`src/rtl/rac_pkg.sv`:
```
// Shared types and constants for the register access controller.
// The write CRC check is enabled by defining RAC_WCRC_CHK_EN.
package rac_pkg;

  typedef enum logic [2:0] {
    IDLE,
    WR,
    RD_REQ,
    RD_WAIT,
    ACK
  } rac_state_e;

  typedef enum logic [1:0] {
    RAC_OK       = 2'b00,
    RAC_ADDR_ERR = 2'b01,
    RAC_RD_TO    = 2'b10,
    RAC_WCRC_ERR = 2'b11
  } rac_err_e;

  // CRC covers {1'b1, addr[6:0], wdata[7:0]}
  localparam int         RAC_CRC_IN_W = 16;
  // x^8 + x^2 + x + 1, MSB-first, zero initial value
  localparam logic [7:0] RAC_CRC_POLY = 8'h07;

endpackage

```
`src/rtl/crc16to8_parallel.sv`:
```
// Single-cycle CRC reducing a 16-bit word to an 8-bit checksum.
// Only compiled when RAC_WCRC_CHK_EN is defined; otherwise no CRC logic exists.
`ifdef RAC_WCRC_CHK_EN
module crc16to8_parallel
  import rac_pkg::*;
#(
  parameter int                 IN_W  = RAC_CRC_IN_W,
  parameter int                 CRC_W = 8,
  parameter logic [CRC_W-1:0]   POLY  = CRC_W'(RAC_CRC_POLY)
) (
  input  logic [IN_W-1:0]  i_data,
  output logic [CRC_W-1:0] o_crc
);

  logic [CRC_W-1:0] crc_v;
  logic             fb;

  // Bit-serial LFSR unrolled over the whole input word, MSB first
  always_comb begin
    crc_v = '0;
    fb    = 1'b0;
    for (int i = IN_W - 1; i >= 0; i--) begin
      fb    = crc_v[CRC_W-1] ^ i_data[i];
      crc_v = {crc_v[CRC_W-2:0], 1'b0};
      if (fb) begin
        crc_v = crc_v ^ POLY;
      end
    end
  end

  assign o_crc = crc_v;

endmodule
`endif

```
`src/rtl/reg_access_ctrl.sv`:
```
// Register access controller sitting behind the SPI slave: turns level-held
// wr/rd requests into single-cycle register-bank strobes and returns one
// wack/rack pulse per request with echoed address, data and error code.
// Optional write CRC check: define RAC_WCRC_CHK_EN.
module reg_access_ctrl
  import rac_pkg::*;
#(
  parameter int REG_AW    = 7,
  parameter int REG_DW    = 8,
  parameter int REG_CRC_W = 8,
  parameter int REG_NUM   = 128,
  parameter int RD_TO_CYC = 16
) (
  input  logic                 i_clk,
  input  logic                 i_rst_n,
  input  logic                 i_spi_rac_wr_req,
  input  logic                 i_spi_rac_rd_req,
  input  logic [REG_AW-1:0]    i_spi_rac_addr,
  input  logic [REG_DW-1:0]    i_spi_rac_wdata,
  input  logic [REG_CRC_W-1:0] i_spi_rac_wcrc,
  output logic                 o_rac_spi_wack,
  output logic                 o_rac_spi_rack,
  output logic [REG_AW-1:0]    o_rac_spi_addr,
  output logic [REG_DW-1:0]    o_rac_spi_data,
  output logic                 o_reg_wen,
  output logic                 o_reg_ren,
  output logic [REG_AW-1:0]    o_reg_addr,
  output logic [REG_DW-1:0]    o_reg_wdata,
  input  logic [REG_DW-1:0]    i_reg_rdata,
  input  logic                 i_reg_rvld,
  output logic [1:0]           o_rac_err
);

  localparam int CNT_W = $clog2(RD_TO_CYC + 1);
  localparam logic [CNT_W-1:0] CNT_LAST = CNT_W'(RD_TO_CYC - 1);

  rac_state_e          state_q, state_d;
  logic [CNT_W-1:0]    cnt_q, cnt_d;
  logic [REG_AW-1:0]   addr_q, addr_d;
  logic [REG_DW-1:0]   wdata_q, wdata_d;
  logic                wack_q, wack_d;
  logic                rack_q, rack_d;
  logic [REG_AW-1:0]   spi_addr_q, spi_addr_d;
  logic [REG_DW-1:0]   spi_data_q, spi_data_d;
  logic                wen_q, wen_d;
  logic                ren_q, ren_d;
  logic [REG_AW-1:0]   reg_addr_q, reg_addr_d;
  logic [REG_DW-1:0]   reg_wdata_q, reg_wdata_d;
  rac_err_e            err_q, err_d;
  logic                crc_bad_q, crc_bad_d;

  logic addr_ok;
  logic crc_ok;

  assign addr_ok = (int'(i_spi_rac_addr) < REG_NUM);

  // The CRC is checked on the live request in IDLE so that the registered
  // write strobe can already be suppressed in the first WR cycle.
`ifdef RAC_WCRC_CHK_EN
  logic [REG_CRC_W-1:0] crc_calc;

  crc16to8_parallel #(
    .IN_W  (1 + REG_AW + REG_DW),
    .CRC_W (REG_CRC_W)
  ) u_crc (
    .i_data ({1'b1, i_spi_rac_addr, i_spi_rac_wdata}),
    .o_crc  (crc_calc)
  );

  assign crc_ok = (crc_calc == i_spi_rac_wcrc);
`else
  logic unused_wcrc;
  assign unused_wcrc = ^i_spi_rac_wcrc;
  assign crc_ok      = 1'b1;
`endif

  // Next-state and registered-output logic of the access FSM
  always_comb begin
    state_d     = state_q;
    cnt_d       = cnt_q;
    addr_d      = addr_q;
    wdata_d     = wdata_q;
    crc_bad_d   = crc_bad_q;
    wack_d      = 1'b0;
    rack_d      = 1'b0;
    wen_d       = 1'b0;
    ren_d       = 1'b0;
    err_d       = RAC_OK;
    spi_addr_d  = spi_addr_q;
    spi_data_d  = spi_data_q;
    reg_addr_d  = reg_addr_q;
    reg_wdata_d = reg_wdata_q;

    case (state_q)
      IDLE: begin
        if (i_spi_rac_wr_req || i_spi_rac_rd_req) begin
          addr_d    = i_spi_rac_addr;
          wdata_d   = i_spi_rac_wdata;
          crc_bad_d = ~crc_ok;
          if (!addr_ok) begin
            // Out-of-range address: skip the bank entirely and ack at once
            state_d    = ACK;
            wack_d     = i_spi_rac_wr_req;
            rack_d     = ~i_spi_rac_wr_req;
            spi_addr_d = i_spi_rac_addr;
            spi_data_d = '0;
            err_d      = RAC_ADDR_ERR;
          end else if (i_spi_rac_wr_req) begin
            state_d = WR;
            if (crc_ok) begin
              wen_d       = 1'b1;
              reg_addr_d  = i_spi_rac_addr;
              reg_wdata_d = i_spi_rac_wdata;
            end
          end else begin
            state_d    = RD_REQ;
            ren_d      = 1'b1;
            reg_addr_d = i_spi_rac_addr;
          end
        end
      end
      WR: begin
        state_d    = ACK;
        wack_d     = 1'b1;
        spi_addr_d = addr_q;
        spi_data_d = wdata_q;
        err_d      = crc_bad_q ? RAC_WCRC_ERR : RAC_OK;
      end
      RD_REQ: begin
        state_d = RD_WAIT;
        cnt_d   = '0;
      end
      RD_WAIT: begin
        cnt_d = cnt_q + CNT_W'(1);
        if (i_reg_rvld) begin
          state_d    = ACK;
          rack_d     = 1'b1;
          spi_addr_d = addr_q;
          spi_data_d = i_reg_rdata;
          cnt_d      = '0;
        end else if (cnt_q == CNT_LAST) begin
          state_d    = ACK;
          rack_d     = 1'b1;
          spi_addr_d = addr_q;
          spi_data_d = '0;
          err_d      = RAC_RD_TO;
          cnt_d      = '0;
        end
      end
      ACK: begin
        state_d = IDLE;
      end
      default: begin
        state_d = IDLE;
      end
    endcase
  end

  // State, capture and output registers
  always_ff @(posedge i_clk or negedge i_rst_n) begin
    if (!i_rst_n) begin
      state_q     <= IDLE;
      cnt_q       <= '0;
      addr_q      <= '0;
      wdata_q     <= '0;
      crc_bad_q   <= 1'b0;
      wack_q      <= 1'b0;
      rack_q      <= 1'b0;
      spi_addr_q  <= '0;
      spi_data_q  <= '0;
      wen_q       <= 1'b0;
      ren_q       <= 1'b0;
      reg_addr_q  <= '0;
      reg_wdata_q <= '0;
      err_q       <= RAC_OK;
    end else begin
      state_q     <= state_d;
      cnt_q       <= cnt_d;
      addr_q      <= addr_d;
      wdata_q     <= wdata_d;
      crc_bad_q   <= crc_bad_d;
      wack_q      <= wack_d;
      rack_q      <= rack_d;
      spi_addr_q  <= spi_addr_d;
      spi_data_q  <= spi_data_d;
      wen_q       <= wen_d;
      ren_q       <= ren_d;
      reg_addr_q  <= reg_addr_d;
      reg_wdata_q <= reg_wdata_d;
      err_q       <= err_d;
    end
  end

  assign o_rac_spi_wack = wack_q;
  assign o_rac_spi_rack = rack_q;
  assign o_rac_spi_addr = spi_addr_q;
  assign o_rac_spi_data = spi_data_q;
  assign o_reg_wen      = wen_q;
  assign o_reg_ren      = ren_q;
  assign o_reg_addr     = reg_addr_q;
  assign o_reg_wdata    = reg_wdata_q;
  assign o_rac_err      = err_q;

endmodule

```
`config.mk`:
```
export PLATFORM = sky130hd
export DESIGN_NAME = reg_access_ctrl
export DESIGN_NICKNAME = d
export VERILOG_FILES = /design/src/rtl/rac_pkg.sv /design/src/rtl/crc16to8_parallel.sv /design/src/rtl/reg_access_ctrl.sv
export SDC_FILE = /design/constraint.sdc
export NUM_CORES = 1
export LEC_CHECK = 0
export ABC_CLOCK_PERIOD_IN_PS = 4800
export BUFFER_PORTS_ARGS = -buffer_cell sky130_fd_sc_hd__buf_2
export CORE_UTILIZATION = 45
export DETAILED_ROUTE_END_ITERATION = 8
export PLACE_DENSITY = 0.73
export SYNTH_ARGS = -nofsm -noshare
export SYNTH_HDL_FRONTEND = slang
export SYNTH_SLANG_ARGS = --single-unit
```
`constraint.sdc`:
```
create_clock -name i_clk -period 4.8 [get_ports i_clk]
set_clock_uncertainty 0.05 [all_clocks]
set_input_delay 0.48 -clock i_clk [delete_from_list [all_inputs] [get_ports i_clk]]
set_output_delay 0.48 -clock i_clk [all_outputs]
set_load 0.01 [all_outputs]
```
Yosys cells after proc, flatten, opt, wreduce, memory -nomap -nowiden

Cells that the tools add are included.

Add/subtract/negate cells: 1
Equal/unequal tests: 6
Muxes and demuxes: 27
Reduce and logical (&&, ||, !) cells: 8

Operators by type and width:

| kind                | number |
|---|---|
| $mux 8              | 2 |
| $pmux 8 s2          | 1 |
| $mux 7              | 2 |
| $pmux 7 s2          | 1 |
| $pmux 3 s4          | 1 |
| $mux 1              | 10 |
| $mux 5              | 2 |
| $pmux 5 s2          | 1 |
| $mux 3              | 3 |
| $mux 2              | 4 |
| $eq 3x2->1 const B  | 2 |
| $reduce_and 2->1    | 3 |
| $add 5x1->5 const B | 1 |
| $eq 5x4->1 const B  | 1 |
| $reduce_bool 2->1   | 2 |
| $eq 3x1->1 const B  | 1 |
| $logic_not 3->1     | 1 |
| $ne 3x3->1 const B  | 1 |
| $reduce_and 3->1    | 1 |
| $ne 2x2->1 const B  | 1 |
| $logic_or 1x1->1    | 1 |

Register bits after elaboration: 52
Bits of input ports: 36
Output and inout bits: 36
Logic and storage cells: 54

Logic depth before layout (Yosys ltp)

Gate-level depths: netlist of the first run.

Depth after elaboration: 4
Mapped depth: 5
Mapped depth without buffers: 4

Worst setup path before layout of the first run

OpenSTA, ideal clock, no wires.

Kind: register to register
Start: register cnt_q[0]
End: register spi_addr_q[5] (netlist: o_rac_spi_addr[5])
Library setup time: 125 ps
Data arrival time: 1420 ps
Required time: 4625 ps
Setup slack: 3205 ps
Cell stages (with the launch flop): 6
Path buffers: 1
Period minus slack after synthesis: 1595 ps
Path through: dfrtp_1 > ha_1 > nand4b_4 > a21oi_4 > buf_6 > mux2_4

Cells in the longest elaborated chain, start to end: 3

Ends and longest elaborated chain:

| element                    | RTL line               | source |
|---|---|---|
| start: declaration         | reg_access_ctrl.sv:38  | `logic [CNT_W-1:0] cnt_q, cnt_d;` |
| start signal: assignment   | reg_access_ctrl.sv:178 | `cnt_q <= cnt_d;` |
| $eq 5x4->1                 | reg_access_ctrl.sv:141 | `end else if (cnt_q == CNT_LAST) begin` |
| $ne 3x3->1 (no line)       | --                     |  |
| $reduce_and 2->1 (no line) | --                     |  |
| end signal: assignment     | reg_access_ctrl.sv:184 | `spi_addr_q <= spi_addr_d;` |
| end: declaration           | reg_access_ctrl.sv:43  | `logic [REG_AW-1:0] spi_addr_q, spi_addr_d;` |

Every way passes these cells.
A chain may end at the register's enable or synchronous reset.

Worst setup path in the final report of the first run

Start: register state_q[2]
End: register spi_addr_q[4] (netlist: o_rac_spi_addr[4])

Cells in the longest elaborated chain, start to end: 3
Elaborated cells between the ends (all ways): 6
Classes of those cells: eq/ne (3); mux (1); reduce/logical (2)

Ends and longest elaborated chain:

| element                                                   | RTL line               | source |
|---|---|---|
| start: declaration                                        | reg_access_ctrl.sv:37  | `rac_state_e state_q, state_d;` |
| start signal: assignment                                  | reg_access_ctrl.sv:177 | `state_q <= state_d;` |
| $eq 3x2->1 or $eq 3x1->1 (tied branches)                  | reg_access_ctrl.sv:94  | `case (state_q)` |
| $ne 3x3->1 (no line) or $reduce_bool 2->1 (tied branches) | --                     |  |
| $reduce_and 2->1 (no line)                                | --                     |  |

Several ways; a longest one is shown, not always the timed one.

==> results of run 1 <==
[where the power goes]
part | internal, mW | switching, mW
Sequential | 0.625 | 0.129
Combinational | 0.356 | 0.311
Clock | 0.169 | 0.133
[logic make-up after synthesis]
group | Yosys count
flip-flops | 51
multiplexers | 31
AND/OR/NAND/NOR | 30
AO/OA/AOI/OAI | 27
buffers and inverters | 10
adder cells (fa/ha/maj) | 1
other | 1
[critical path: stages (launching register included)]
cell      delay (ns)
dfrtp_1         0.46
nand2b_1        0.39
a21oi_4         0.50
mux2_2          0.39
[final cells by class]
type	count	area, um^2
inverters	3	11.3
fillers	375	1860
well taps	52	65.1
multi-input cells	90	792
clock buffers	6	82.6
clock inverters	2	35.0
repair buffers	63	318
flip-flops and latches	51	1280
[per-layer routing]
metal	GRT usage, %	up-vias	part of all wire (%)
li1	-	678	-
met1	24.5	726	46
met2	27.1	53	47
met3	5.13	8	4.7
met4	7.33	0	2.5
met5	0	-	0
[state kept, by name (all words and copies together), names as in the netlist, 3 cells and up]
name / count
cnt_q: 5
o_rac_spi_addr: 7
o_rac_spi_data: 8
o_reg_addr: 7
o_reg_wdata: 8
state_q: 3
wdata_q: 8
[cells in the final DEF (no fill, tap or decap), drive strengths merged, types with 2 or more instances in the layout]
cell     instances
a211oi           9
a21oi            3
a2bb2oi          8
a31oi            2
and2             2
and3             8
buf             63
clkbuf           6
clkinv           2
dfrtp           51
inv              2
mux2            31
nand2            2
nand2b           3
nand3            2
nor2             4
nor3             2
o21a             2
[worst paths after layout]
path,start,end,slack [ns]
max in group asynchronous,i_rst_n,o_reg_wdata[6],4.05
worst min register to register,cnt_q[4],cnt_q[4],0.45
worst max register to register,state_q[2],o_rac_spi_addr[4],2.89
worst max-delay path,state_q[2],o_rac_spi_addr[4],2.89
worst min-delay path,i_rst_n,o_rac_spi_rack,0.22
min in group i_clk,i_spi_rac_addr[1],o_reg_addr[1],0.36
[through the flow]
stage / setup WS [ns] / power, mW / cells
2_1_floorplan: 3.20 / 1.21 / 151
3_3_place_gp: 2.84 / 1.42 / 259
3_5_place_dp: 2.83 / 1.44 / 259
4_1_cts: 2.85 / 1.74 / 267
5_1_grt: 2.71 / 1.84 / 267
6_report: 2.89 / 1.72 / 267
==> results.cfg, run 1 <==
[clocking]
cts_buffers = 5
cts_tree = yes
cts.repair.resized = 0
htreeDepth = 2
postCtsHoldBufs = 0
clk_path_buf_depth = 2
insertion_delay_ns = 0.30
cts.clk_slew.worst_paths_ns = 0.09
cts-root-buf = clkbuf_8
cts_setup_buffers = 0
cts.sinks = 51

[logic_synthesis]
synth_compound_area_share_pct = 10.2
ys_warn_count = 0
synth_fa_ha_area_share_pct = 0.588
synth_top_area_cell = dfrtp_1
synth_simple_gate_area_share_pct = 9.64
synth_most_common_cell = dfrtp_1
synth_top_cell_area_share_pct = 59.9
synth_edf_count = 0
syn_avg_cell_area_um2 = 14.1
synth_top_family_by_area = multiplexers
netlist_instances = 151
yosys_most_used_dff = dfrtp_1
async_reset_ff_share_pct = 100
synth.top_cells.by_count = dfrtp_1 (51), mux2_2 (30), a211oi_1 (9)
synth_seq_cells = 51
syn-num-nets = 188
ys_seq_area_share_pct = 59.9
synth_cell_type_count = 36
syn_area_um2 = 2130
synth_xor_area_share_pct = 0
synth_mux_area_share_pct = 16.6
ys_top_cells_by_area = dfrtp_1 (60%), mux2_2 (16%), a2bb2oi_1 (3.3%)

[floorplan]
die_area_um2 = 5010
die_w_um = 70.8
num_io_pins = 72
core_um2 = 4440
fp.dieH_um = 70.8
core.rowCount = 24
start_util_pct = 47.9

[timing]
layout_min_cycle_time_ns = 1.91
hold_violations = 0
fmax_ghz = 0.523
fin_hold_ws_ns = 0.221
slew_violations = 0
tns_ns = 0
fin_crit_sh_pct = 39.8
relSlewSlack_pct = 58.9
finalSetupViolCount = 0
rsz0062_at_grt = false
worst_pin_slew_ns = 0.617

[placed_design]
gp_congestion = 0.722
io_buffers = 62
dp_hpwl_mm = 2.79
dpl_cell_area_um2 = 2460

[layout]
area_delta_synth_final_pct = 21.2
final_area_um2 = 2580
utilization_pct = 58.1
drive_gt1_share_pct = 49.8
antennaDiodeCount = 0
layout.nets = 251

[detailed_routing]
drc_errors = 0
antenna_left = 0
dr.pass1.iters = 6
post_drt_via_cell_ratio = 5.49
wirelength_mm = 4.06
first_iter_violations = 107
avgRoutedWirePerCell_um = 15.2
dr_total_vias = 1465

[power]
peakVddDrop_mv = 0.305
power_leakage_nw = 1.28
power.density_nw_per_um2 = 668

[global_routing]
grt_start_max_net_pins = 52
grt.total_usage_pct = 17.9
grt_pass1_vias = 1448
grt_pass1_wl_mm = 6.96
globalRouteOverflowTotal = 0
antenna_found_initial = 0

[worst_setup_path]
worstSetupPathType = register to register
rr_worst_depth = 3
crit_fanout = 16
end_kind = register
cp.required_ns = 4.93
start_kind = register
worstPathArrival_ns = 2.04

[outcome]
status = finished clean

[hold_path]
hold_class = input port to asynchronous set/reset pin

[run]
drv_cap = 0
Note: power is estimated with default switching activity, not from simulation.
==> inputs of run 2 (changes only) <==
--- a/config.mk
+++ b/config.mk
@@ -5,7 +5,7 @@
 export SDC_FILE = /design/constraint.sdc
 export NUM_CORES = 1
 export LEC_CHECK = 0
-export ABC_CLOCK_PERIOD_IN_PS = 4800
+export ABC_CLOCK_PERIOD_IN_PS = 2000
 export BUFFER_PORTS_ARGS = -buffer_cell sky130_fd_sc_hd__buf_2
 export CORE_UTILIZATION = 45
 export DETAILED_ROUTE_END_ITERATION = 8
==> constraint.sdc (replaced) <==
create_clock -name i_clk -period 2 [get_ports i_clk]
set_clock_uncertainty 0.05 [all_clocks]
set_input_delay 0.2 -clock i_clk [delete_from_list [all_inputs] [get_ports i_clk]]
set_output_delay 0.2 -clock i_clk [all_outputs]
set_load 0.01 [all_outputs]
==> run 2 against run 1 <==
  * Register-to-register slack worse by 2.6 ns
  * Clock power increased by 77%
  * First-iteration DRC count is 43% lower
  * Routed wire length is 2.4% higher
  * Maximum frequency is 11% higher
  * Critical path type unchanged
  * Critical endpoint is now o_rac_spi_addr[0]
  * Highest routed layer unchanged
==> results.cfg, run 2 (same netlist as run 1, synthesis figures left out) <==
[outcome]
status = finished clean

[worst_setup_path]
reg2reg_from = cnt_q[0]
slowest_stage = dfrtp_1
r2r_end = o_rac_spi_addr[0]
reg2reg_slack_ns = 0.27
crit_fanout = 11
worstPathArrival_ns = 1.86
crit_path_max_incr_delay_ns = 0.38
worstSetupPathType = register to register
start_kind = register
path_cells = ha_1 > nand4b_4 > a21oi_4 > mux2_2
end_kind = register
cp.required_ns = 2.13
rr_worst_depth = 4

[clocking]
cts_setup_buffers = 0
insertion_delay_ns = 0.30
clk_path_buf_depth = 2
cts.clk_slew.worst_paths_ns = 0.08
htreeDepth = 2
cts.sinks = 51
cts-root-buf = clkbuf_8
cts_tree = yes
cts_buffers = 5

[layout]
drive_gt1_share_pct = 49.8
final_cell_mix = buf_2 (62), dfrtp_1 (51), mux2_2 (30)
final_cells = 271
layout_commonest_cell = buf_2
n_fill_cell = 373
area_delta_synth_final_pct = 21.3
utilization_pct = 58.1
layout.nets = 257
final_area_um2 = 2580
antennaDiodeCount = 0

[placed_design]
io_buffers = 62
dpl_cell_area_um2 = 2500
pre_cts_ws_ns = 0.279
dp_hpwl_mm = 2.88
dp.cells = 264
gp_congestion = 0.743

[detailed_routing]
wl_met2_mm = 1.89
antenna_left = 0
drc_errors = 0
wirelength_mm = 4.15
dr_total_vias = 1476
post_drt_via_cell_ratio = 5.45
drt-met1-wl_mm = 2.04
first_iter_violations = 61
routed-wl-met3_um = 176
dr.pass1.iters = 6
highest_layer = met4
avgRoutedWirePerCell_um = 15.3

[global_routing]
grt.total_usage_pct = 17.8
grt_pass1_vias = 1490
globalRouteOverflowTotal = 0
grt_start_max_net_pins = 23
grt_pass1_wl_mm = 6.79
antenna_found_initial = 0

[floorplan]
fp.dieH_um = 70.8
start_util_pct = 47.9
num_io_pins = 72
die_area_um2 = 5010
core.rowCount = 24
core_um2 = 4440
die_w_um = 70.8

[timing]
fin_ws_ns = 0.273
finalSetupViolCount = 0
tns_ns = 0
rsz0062_at_grt = false
fmax_ghz = 0.579
slew_violations = 0
hold_violations = 0
layout_min_cycle_time_ns = 1.73
fin_crit_sh_pct = 86.4
fin_hold_ws_ns = 0.0771

[hold_path]
hold_depth = 2
hold_class = input port to register
hold_start = i_spi_rac_addr[1]
hold_end = o_reg_addr[1]

[power]
power_leakage_nw = 1.28
power_mw = 4.00
power.density_nw_per_um2 = 1550
peakVddDrop_mv = 0.759

[run]
drv_cap = 0
[run 2: cell types whose count changed in the layout (fill, tap and decap cells not counted), sizes merged]
cell / delta
clkinv: -1
bufinv: -1
buf: +5
dlygate4sd3: +1
[run 2: metal layers]
metal  vias up  global-route usage, %
li1        692                      -
met1       740                   23.4
met2        39                   27.7
met3         5                   4.99
met4         0                   7.78
met5         -                      0
[run 2: final cells by class]
type,count,area (um^2),area share (%)
tap,52,65.1,2.52
sequential,51,1280,49.4
inverter,3,11.3,0.436
clock buffer,6,72.6,2.81
multi-input combinational,90,792,30.7
timing repair buffer,69,365,14.1
[run 2: critical path, delay by kind of cell, from the launching register on]
kind                       cells  cell delay [ns]
and+or+nand+nor                1             0.18
adders and majority gates      1             0.25
AOI/OAI and AO/OA              1             0.37
muxes                          1             0.38
DFF                            1             0.38
[run 2: how the worst max path moves through the flow]
stage | from | end | slack, ns | cells past startpoint
detailed placement | cnt_q[0] | o_rac_spi_addr[0] | 0.28 | 4
global placement | cnt_q[0] | o_rac_spi_addr[6] | 0.29 | 4
CTS | cnt_q[0] | o_rac_spi_addr[0] | 0.26 | 4
global route | cnt_q[0] | o_rac_spi_data[4] | 0.16 | 5
floorplan | cnt_q[0] | o_rac_spi_addr[5] | 0.40 | 5
finish | cnt_q[0] | o_rac_spi_addr[0] | 0.27 | 4
[run 2: report_power, final]
group	total (mW)	internal [mW]	switching (mW)
logic	1.68	0.900	0.778
registers	1.78	1.50	0.280
clock network	0.536	0.234	0.302
total	4.00	2.64	1.36
[run 2: what timing repair did]
action / 4_1_cts / 5_1_grt
hold endpoints to repair: 19 / 0
resized for setup: 0 / 0
hold buffers: 1 / 0
setup endpoints to repair: 0 / 0
